### src/rtl/fetch_unit.sv
// Instruction-fetch stage: owns the PC, issues one read per instruction to a variable-latency
// memory, holds the returned word in the IR until acknowledged, and handles redirect/squash/timeout.
module fetch_unit #(
  parameter int DATA_W   = 16,
  parameter int ADDR_W   = 10,
  parameter int PC_STEP  = 1,
  parameter int RESET_PC = 0,
  parameter int TIMEOUT  = 16
) (
  input  logic              clk,
  input  logic              rst,
  input  logic              run,
  output logic              mem_req,
  output logic [ADDR_W-1:0] mem_addr,
  input  logic [DATA_W-1:0] mem_rdata,
  input  logic              mem_rvalid,
  input  logic              redirect_valid,
  input  logic [ADDR_W-1:0] redirect_pc,
  input  logic              ir_ack,
  output logic [DATA_W-1:0] ir_out,
  output logic [ADDR_W-1:0] ir_pc,
  output logic              ir_valid,
  output logic [ADDR_W-1:0] pc,
  output logic              fetch_err
);

  localparam int CNT_W = $clog2(TIMEOUT + 1);
  localparam logic [ADDR_W-1:0] RST_PC   = ADDR_W'(RESET_PC);
  localparam logic [ADDR_W-1:0] STEP     = ADDR_W'(PC_STEP);
  localparam logic [CNT_W-1:0]  CNT_LAST = CNT_W'(TIMEOUT - 1);
  localparam logic [CNT_W-1:0]  CNT_ONE  = CNT_W'(1);

  typedef enum logic [1:0] {S_IDLE, S_FETCH, S_WAIT, S_HOLD} state_t;

  state_t              state_q;
  logic [ADDR_W-1:0]   pc_q;
  logic [ADDR_W-1:0]   ir_pc_q;
  logic [DATA_W-1:0]   ir_q;
  logic                ir_valid_q;
  logic                err_q;
  logic                squash_q;
  logic [CNT_W-1:0]    wait_cnt_q;
  logic [ADDR_W-1:0]   pc_inc_d;

  // ADDR_W-bit adder: wraps silently past the top of the address space
  assign pc_inc_d = pc_q + STEP;

  always_ff @(posedge clk or posedge rst) begin
    if (rst) begin
      state_q    <= S_IDLE;
      pc_q       <= RST_PC;
      ir_q       <= '0;
      ir_pc_q    <= '0;
      ir_valid_q <= 1'b0;
      err_q      <= 1'b0;
      squash_q   <= 1'b0;
      wait_cnt_q <= '0;
    end else begin
      case (state_q)
        S_IDLE: state_q <= S_FETCH;
        S_FETCH: begin
          if (redirect_valid) begin
            pc_q <= redirect_pc;
          end else if (run) begin
            state_q    <= S_WAIT;
            wait_cnt_q <= '0;
          end
        end
        S_WAIT: begin
          wait_cnt_q <= wait_cnt_q + CNT_ONE;
          if (mem_rvalid) begin
            if (!squash_q && !redirect_valid) begin
              ir_q       <= mem_rdata;
              ir_pc_q    <= pc_q;
              ir_valid_q <= 1'b1;
              pc_q       <= pc_inc_d;
              state_q    <= S_HOLD;
            end else begin
              squash_q <= 1'b0;
              if (redirect_valid) pc_q <= redirect_pc;
              state_q  <= S_FETCH;
            end
          end else begin
            if (redirect_valid) pc_q <= redirect_pc;
            // Abandoning the request also forgets any pending squash: no reply will come
            if (wait_cnt_q >= CNT_LAST) begin
              err_q    <= 1'b1;
              squash_q <= 1'b0;
              state_q  <= S_FETCH;
            end else if (redirect_valid) begin
              squash_q <= 1'b1;
            end
          end
        end
        S_HOLD: begin
          if (redirect_valid) begin
            ir_valid_q <= 1'b0;
            pc_q       <= redirect_pc;
            state_q    <= S_FETCH;
          end else if (ir_ack) begin
            ir_valid_q <= 1'b0;
            state_q    <= S_FETCH;
          end
        end
        default: state_q <= S_IDLE;
      endcase
    end
  end

  assign mem_req   = (state_q == S_FETCH) & run & ~redirect_valid;
  assign mem_addr  = pc_q;
  assign ir_out    = ir_q;
  assign ir_pc     = ir_pc_q;
  assign ir_valid  = ir_valid_q;
  assign pc        = pc_q;
  assign fetch_err = err_q;

endmodule

### config.mk
export PLATFORM = sky130hd
export DESIGN_NAME = fetch_unit
export DESIGN_NICKNAME = d
export VERILOG_FILES = /design/src/rtl/fetch_unit.sv
export SDC_FILE = /design/constraint.sdc
export NUM_CORES = 1
export LEC_CHECK = 0
export BUFFER_PORTS_ARGS = -buffer_cell sky130_fd_sc_hd__buf_4
export CAP_MARGIN = 10
export CORE_MARGIN = 2
export CORE_UTILIZATION = 56
export CTS_BUF_LIST = sky130_fd_sc_hd__clkbuf_4
export DETAILED_ROUTE_END_ITERATION = 8
export PLACE_DENSITY_LB_ADDON = 0.12
export SYNTH_ARGS = -nofsm -noshare
export SYNTH_HDL_FRONTEND = slang
export SYNTH_SLANG_ARGS = --single-unit
### constraint.sdc
create_clock -name clk -period 3 [get_ports clk]
set_input_delay 0.3 -clock clk [delete_from_list [all_inputs] [get_ports clk]]
set_output_delay 0.3 -clock clk [all_outputs]
set_load 0.02 [all_outputs]
# Word-level counts from Yosys, hierarchy flattened
# Cells that the tools add are included.
# word_totals
output_inout_bits,49
elab_cells,64
ff_bits,46
# classes
n_eq_ne,10
muxes,24
n_reduce_logical,15
order_cmp,1
bitwise_logic,4
n_addsub,2
# op_table
cell,n
10-bit 2-to-1 mux,3
10-bit case mux with 2 select lines,1
2-bit 2-to-1 mux,7
3-bit AND reduction,4
"10-bit by 1-bit adder with 10-bit output, second input constant",1
5-bit 2-to-1 mux,2
"2-bit inequality test, second input constant",5
5-bit case mux with 2 select lines,1
1-bit 2-to-1 mux,8
2-bit case mux with 4 select lines,1
4-bit AND reduction,2
"3-bit inequality test, second input constant",2
2-bit nonzero test,3
"5-bit by 1-bit adder with 5-bit output, second input constant",1
"5-bit by 4-bit >= comparator with 1-bit output, second input constant",1
"2-bit equality test, second input constant",2
3-bit nonzero test,1
1-bit AND,2
"2-bit by 1-bit equality test with 1-bit output, second input constant",1
1-bit zero test,2
2-bit zero test,1
1-bit inverter,2
1-bit case mux with 2 select lines,1
2-bit OR reduction,1
1-bit logical AND,1

# Logic depth before layout (Yosys ltp)
# Gate-level depths: netlist of the first run.
# logic_depth
ltp_word,5
ltp_mapped,8
mapped_depth_nobuf,7

# Worst setup path after synthesis of the first run
# Ideal clock, no wire load.
# synth_timing
kind,reg-to-reg
start,register state_q[1]
end,"register pc_q[6], in the netlist mem_addr[6]"
required_time_ps,2874
t_arrival_ps,1759
stages_incl_launch_ff,7
path_slack_ps,1115
period_less_slack_ps,1885
path_buffers,0
path_cell_list,dfrtp_1 inv_1 ha_1 or4b_4 a21oi_4 o21ai_1 a221o_1
# synth_between
elab_chain_len,3
elab_cells_between_ends,6
classes_between,eq/ne (3); mux (1); reduce/logical (2)
# synth_lines
item,line_no,text
from (decl),35,state_t state_q;
from (signal assigned),50,state_q <= S_IDLE;
from (signal assigned),60,S_IDLE: state_q <= S_FETCH;
from (signal assigned),65,state_q <= S_WAIT;
2-bit by 1-bit equality test with 1-bit output / 2-bit equality test (equally long branches),59,case (state_q)
2-bit OR reduction (no source line),--,
10-bit case mux with 2 select lines / 2-bit nonzero test (equally long branches),--,
to (signal assigned),63,pc_q <= redirect_pc;
to (signal assigned),76,pc_q <= pc_inc_d;
to (signal assigned),80,if (redirect_valid) pc_q <= redirect_pc;
to (decl),36,logic [ADDR_W-1:0] pc_q;
# Parallel ways exist; a longest one is shown, timed or not.
# A chain may end at the register's enable or synchronous reset.

# Final worst setup path of the first run
# Same ends and word-level chain as after synthesis.

==> results of run 1 <==
## Yosys cell counts (2+ instances only)
| library cell | n |
|---|---|
| and3_1 | 2 |
| ha_1 | 8 |
| inv_1 | 12 |
| a21oi_1 | 7 |
| mux2i_1 | 4 |
| and2_1 | 2 |
| o22a_1 | 3 |
| nand4_1 | 3 |
| o21ai_0 | 9 |
| nor4b_1 | 3 |
| a221o_1 | 3 |
| nand3_1 | 7 |
| o21ai_1 | 3 |
| nor2_1 | 9 |
| o221ai_1 | 2 |
| o2bb2ai_1 | 2 |
| nand2_1 | 13 |
| mux2_2 | 27 |
| dfrtp_1 | 46 |
| nor2b_1 | 3 |
| buf_4 | 13 |
## cells by family after synthesis
family / after synthesis / synth area share (%)
adders and majority gates: 8 / 4.27
DFF: 46 / 49.1
AOI/OAI and AO/OA: 41 / 12.7
and+or+nand+nor: 50 / 11.7
muxes: 31 / 14.7
buffers and inverters: 29 / 7.52
## metal layers
metal | global-route usage (%) | wire [um]
met5 | 0 | 0
met4 | 11.3 | 73
met3 | 6.98 | 382
met2 | 36.2 | 2450
met1 | 26.0 | 2060
## state kept, by name (all words and copies together) (netlist names)
| register | flops |
|---|---|
| squash_q | 1 |
| ir_pc | 10 |
| fetch_err | 1 |
| ir_valid | 1 |
| wait_cnt_q | 5 |
| ir_out | 16 |
| state_q | 2 |
| mem_addr | 10 |
## critical path, stage by stage (launching register included)
cell	delay, ns
dfrtp_1	0.39
inv_1	0.09
ha_1	0.29
or4b_4	0.54
a21oi_4	0.28
o21ai_1	0.11
a221o_1	0.30
## power by group
part | internal (mW) | total (mW) | switching, mW
logic | 0.749 | 1.61 | 0.859
registers | 0.898 | 1.18 | 0.279
clock network | 0.0975 | 0.296 | 0.198
total | 1.74 | 3.08 | 1.34
## layout make-up
type / count / area, um2
clock buffers: 6 / 45.0
repair buffers: 81 / 608
clock inverters: 2 / 8.76
fillers: 312 / 1090
flip-flops and latches: 46 / 1150
inverters: 12 / 45.0
multi-input cells: 130 / 1020
well taps: 50 / 62.6
## worst max path at each step
stage	end	slack [ns]	depth (start not counted)
global route	mem_addr[5]	0.79	6
global placement	mem_addr[7]	0.94	6
finish	mem_addr[6]	0.91	6
detailed placement	mem_addr[7]	0.92	6
floorplan	mem_addr[6]	1.12	6
CTS	mem_addr[7]	0.90	6
==> impl_metrics.csv, run 1 <==
group,metric,value,unit
run_status,outcome,"finished clean",
grt,antenna_found_initial,0,
drt,drc,0,
timing,finalHoldViolCount,0,
synth,synth.cell_area,2340,um2
timing,hold_slack,0.138,ns
grt,grt_usage,22.1,%
cts,cts_setup_buffers,0,
timing,clock.fmax,0.477,GHz
cells_and_area,final_nets,316,
floorplan,rows,23,
drt,wire_per_inst,15.2,um
timing,fin_skew,0.0166,ns
cts,cts_sinks,46,
run,maxCapViolCount,0,
timing,fin_ws,0.905,ns
pwr,leakagePower,1.44,nW
grt,grt_max_degree,47,
grt,grt_pass1_wl,7670,um
drt,drt_first_pass_iters,4,
timing,setup_tns,0,ns
cells_and_area,final_cells,327,
cells_and_area,drive_gt1_share,44.4,%
drt,viasPerCell,5.66,
synth,synth_nets,245,
synth,synthArstFlopShare,100,%
drt,drt_iter0_drc,109,
timing,slew_viol_final,0,
grt,overflow,0,
worst_setup_path,cp.required,3.26,ns
cells_and_area,final_area,2940,um2
pwr,peakVddDrop,0.520,mV
pwr,cellPowerDensity,1050,nW/um2
worst_setup_path,startpoint,"state_q[1]",
timing,slew_headroom,36.7,%
drt,vias,1851,
floorplan,die_area,4720,um2
cts,clk_pin_slew,0.13,ns
synth,ys_seq_area_share,49.1,%
floorplan,fp.dieH,68.7,um
cells_and_area,post-route-util,72.9,%
floorplan,core_area,4030,um2
cts,clock_latency,0.37,ns
cells_and_area,antenna_cells,0,
worst_setup_path,reg2reg_from,"state_q[1]",
hold_path,hold_class,"input pin to asynchronous set/reset pin",
cts,ctsHoldBuffers,0,
floorplan,initial_core_util,58.2,%
cells_and_area,mostFrequentLayoutCells,"buf_4 (81), dfrtp_1 (46), mux2_2 (27), nand2_1 (13), inv_1 (11)",
placement,dp_hpwl,3600,um
timing,fin_crit_sh,69.8,%
placement,place_area,2880,um2
cts,cts_root_buf,"clkbuf_4",
synth,synthTopCellsByArea,"dfrtp_1 (49%), mux2_2 (13%), ha_1 (4.3%)",
worst_setup_path,r2r-end,"mem_addr[6]",
placement,dp_slack,0.921,ns
worst_setup_path,rrSetupSlack,0.91,ns
cells_and_area,layout.cells.most_common,"buf_4",
worst_setup_path,reg2reg_depth,6,
placement,gp_congestion,0.803,
synth,synth_edf_count,0,
worst_setup_path,crit_arrival,2.36,ns
pwr,power,3.08,mW
grt,grt_pass1_vias,1769,
synth,yosys_most_used_dff,"dfrtp_1",
timing,worst_pin_slew,0.948,ns
worst_setup_path,cp-end-kind,"register",
timing,setup_viol,0,
cts,cts_tree,"yes",
worst_setup_path,crit_path_max_fanout,8,
timing,layout_min_cycle_time,2.09,ns
placement,io_buffers,80,
floorplan,ios,81,
timing,grt_setup_unrepaired,"false",
cts,cts_inserted_buffers,5,
synth,post_synth_num_cell_types,45,
synth,ys.warnings.count,0,
cts,cts_resized,0,
drt,antenna_left,0,
synth,synth_top_area_share,49.1,%
synth,avgSynthCellArea,11.4,um2
synth,ys_ff_latch,46,
drt,drt_wl_total,4970,um
synth,synthCells,205,
placement,dp.cells,319,
synth,synth.largest_area_cell,"dfrtp_1",
worst_setup_path,crit_path_start_kind,"register",
cts,h-tree-depth,2,
floorplan,die_w,68.7,um
cts,clockBufferDepth,2,
cells_and_area,areaGrowthSynthToFinish,25.3,%
worst_setup_path,worstSetupPathType,"register to register",
(Power assumes the default switching activity.)
==> inputs of run 2 (changes only) <==
- CORE_UTILIZATION: 56 -> 47
- clock period: 3 -> 1.9 ns (I/O delays scaled with it)
==> run 2 against run 1 <==
  * Count of clock-buffer cells in the layout shrank 1
  * Global-route usage shrank 2.3 points
  * Register-to-register slack lost 0.87 ns
  * First-iteration DRC count grew 14%
  * Via count grew 2.5%
  * Critical endpoint is now mem_addr[7]
  * Clock skew shrank 0.0096 ns
  * Flip-flop and latch count is the same
  * Sequential share of layout area shrank 2.6 points
  * Largest power group unchanged
==> impl_metrics.csv, run 2 (synthesized netlist as in run 1, its figures left out) <==
group,metric,value,unit
grt,antenna_found_initial,0,
cells_and_area,drive_gt1_share,50.2,%
worst_setup_path,cp.required,2.16,ns
floorplan,ios,81,
drt,drt_iter0_drc,124,
grt,grt_max_degree,47,
worst_setup_path,crit_arrival,2.13,ns
cells_and_area,fillers,403,
worst_setup_path,reg2reg_depth,6,
cells_and_area,areaGrowthSynthToFinish,34.1,%
hold_path,hold_class,"input pin to register",
hold_path,holdPathEnd,"mem_addr[8]",
cts,clockBufferDepth,2,
floorplan,initial_core_util,49.3,%
timing,finalHoldViolCount,0,
pwr,cellPowerDensity,1670,nW/um2
drt,antenna_left,0,
timing,slew_headroom,60.9,%
cells_and_area,final_area,3140,um2
run_status,outcome,"finished clean",
worst_setup_path,cp-end-kind,"register",
grt,grt_pass1_vias,1851,
worst_setup_path,worstSetupPathType,"register to register",
placement,dp_hpwl,3760,um
hold_path,min_from,"redirect_pc[8]",
drt,vias,1897,
placement,place_area,3010,um2
pwr,sw_frac_of_total,41.9,%
cts,clock_latency,0.36,ns
worst_setup_path,crit_path_max_fanout,5,
grt,grt_usage,19.8,%
floorplan,core_area,4750,um2
grt,grt_pass1_wl,8470,um
cts,h-tree-depth,2,
drt,drc,0,
cells_and_area,mostFrequentLayoutCells,"buf_4 (95), dfrtp_1 (46), mux2_2 (27), nand2_1 (12), inv_1 (10)",
grt,overflow,0,
pwr,power,5.26,mW
pwr,peakVddDrop,0.933,mV
pwr,combPwrFrac,53.1,%
timing,grt_setup_unrepaired,"true",
cts,cts_inserted_buffers,5,
cts,cts_tree,"yes",
cts,cts_root_buf,"clkbuf_4",
pwr,power.net_switching,2.20,mW
timing,layout_min_cycle_time,1.87,ns
worst_setup_path,rrSetupSlack,0.03,ns
pwr,share_seq_of_total_power,35.1,%
cells_and_area,antenna_cells,0,
drt,viasPerCell,5.27,
timing,fin_crit_sh,98.4,%
floorplan,rows,25,
floorplan,fp.dieH,74.6,um
timing,worst_pin_slew,0.586,ns
timing,fin_skew,0.00695,ns
cts,cts_sinks,46,
timing,slew_viol_final,0,
timing,clock.fmax,0.535,GHz
drt,drt_wl_total,5260,um
cells_and_area,final_nets,332,
hold_path,hold_depth,3,
worst_setup_path,r2r-end,"mem_addr[7]",
drt,drt_first_pass_iters,4,
cts,clk_pin_slew,0.14,ns
cells_and_area,regArea,1150,um2
worst_setup_path,reg2reg_from,"state_q[1]",
drt,wire_per_inst,14.6,um
placement,io_buffers,80,
run,maxCapViolCount,0,
pwr,internal_power,3.05,mW
worst_setup_path,crit_path_start_kind,"register",
floorplan,die_area,5570,um2
floorplan,die_w,74.6,um
cells_and_area,largest_reg_flops,16,
timing,setup_viol,0,
placement,gp_congestion,0.852,
cells_and_area,layout.cells.most_common,"buf_4",
cells_and_area,multi_input_area,1040,um2
pwr,leakagePower,1.53,nW
pwr,clockPowerShare,11.8,%
## run 2: metal layers
layer / global-route usage [%] / wire length [um]
met3: 5.49 / 366
met4: 5.16 / 51
met1: 27.0 / 2420
met2: 31.5 / 2420
met5: 0 / 0
## run 2: metrics by stage
step / hold slack [ns] / util, % / setup TNS, ns / std cells / worst slack [ns]
3_3_place_gp: 0.385 / 63.3 / 0 / 348 / 0.0280
2_1_floorplan: 0.313 / - / 0 / 205 / 0.0153
3_5_place_dp: 0.387 / 63.3 / -0.00827 / 348 / -0.00780
6_report: 0.0285 / 66.1 / 0 / 360 / 0.0310
4_1_cts: 0.0250 / 65.3 / 0 / 358 / 0.00385
5_1_grt: 0.0154 / 66.1 / -0.139 / 360 / -0.0391
## run 2: worst max-delay path, cell delays in order, from the launching register on
cell,delay [ns]
dfrtp_1,0.42
inv_2,0.05
ha_2,0.17
or4b_4,0.54
a21oi_4,0.22
o21ai_1,0.09
a221o_1,0.30
## run 2: power groups by stage
stage	Sequential [mW]	Combinational, mW	Clock, mW
2_1_floorplan	2.25	1.26	0
3_3_place_gp	1.85	2.70	0
3_5_place_dp	1.86	2.75	0
4_1_cts	1.84	2.77	0.635
5_1_grt	1.91	3.03	0.664
6_report	1.84	2.79	0.619
## run 2: worst max path at each step
stage                             start          end  slack (ns)  cells past startpoint
final                        state_q[1]  mem_addr[7]        0.03                      6
after global routing         state_q[1]  mem_addr[6]       -0.04                      6
after CTS                 wait_cnt_q[1]   state_q[0]       0.004                      8
after detailed placement     state_q[0]  mem_addr[6]      -0.008                      5
after global placement       state_q[0]  mem_addr[7]        0.03                      5
after floorplan              state_q[1]  mem_addr[6]        0.02                      6
## run 2: cell type report
| type | instances | area share (%) |
|---|---|---|
| sequential | 46 | 36.6 |
| multi-input combinational | 130 | 33.1 |
| timing repair buffer | 97 | 23.6 |
| clock buffer | 5 | 1.19 |
| inverter | 12 | 1.43 |
| clock inverter | 3 | 1.39 |
| tap | 67 | 2.67 |
## run 2: timing repair
item / 4_1_cts / 5_1_grt
setup buffers: 1 / 2
gates resized for setup: 0 / 8
gates cloned: 0 / 0
hold buffers: 1 / 0
pin swaps: 1 / 3
endpoints found under the hold margin: 46 / 0
endpoints found under the setup margin: 4 / 32
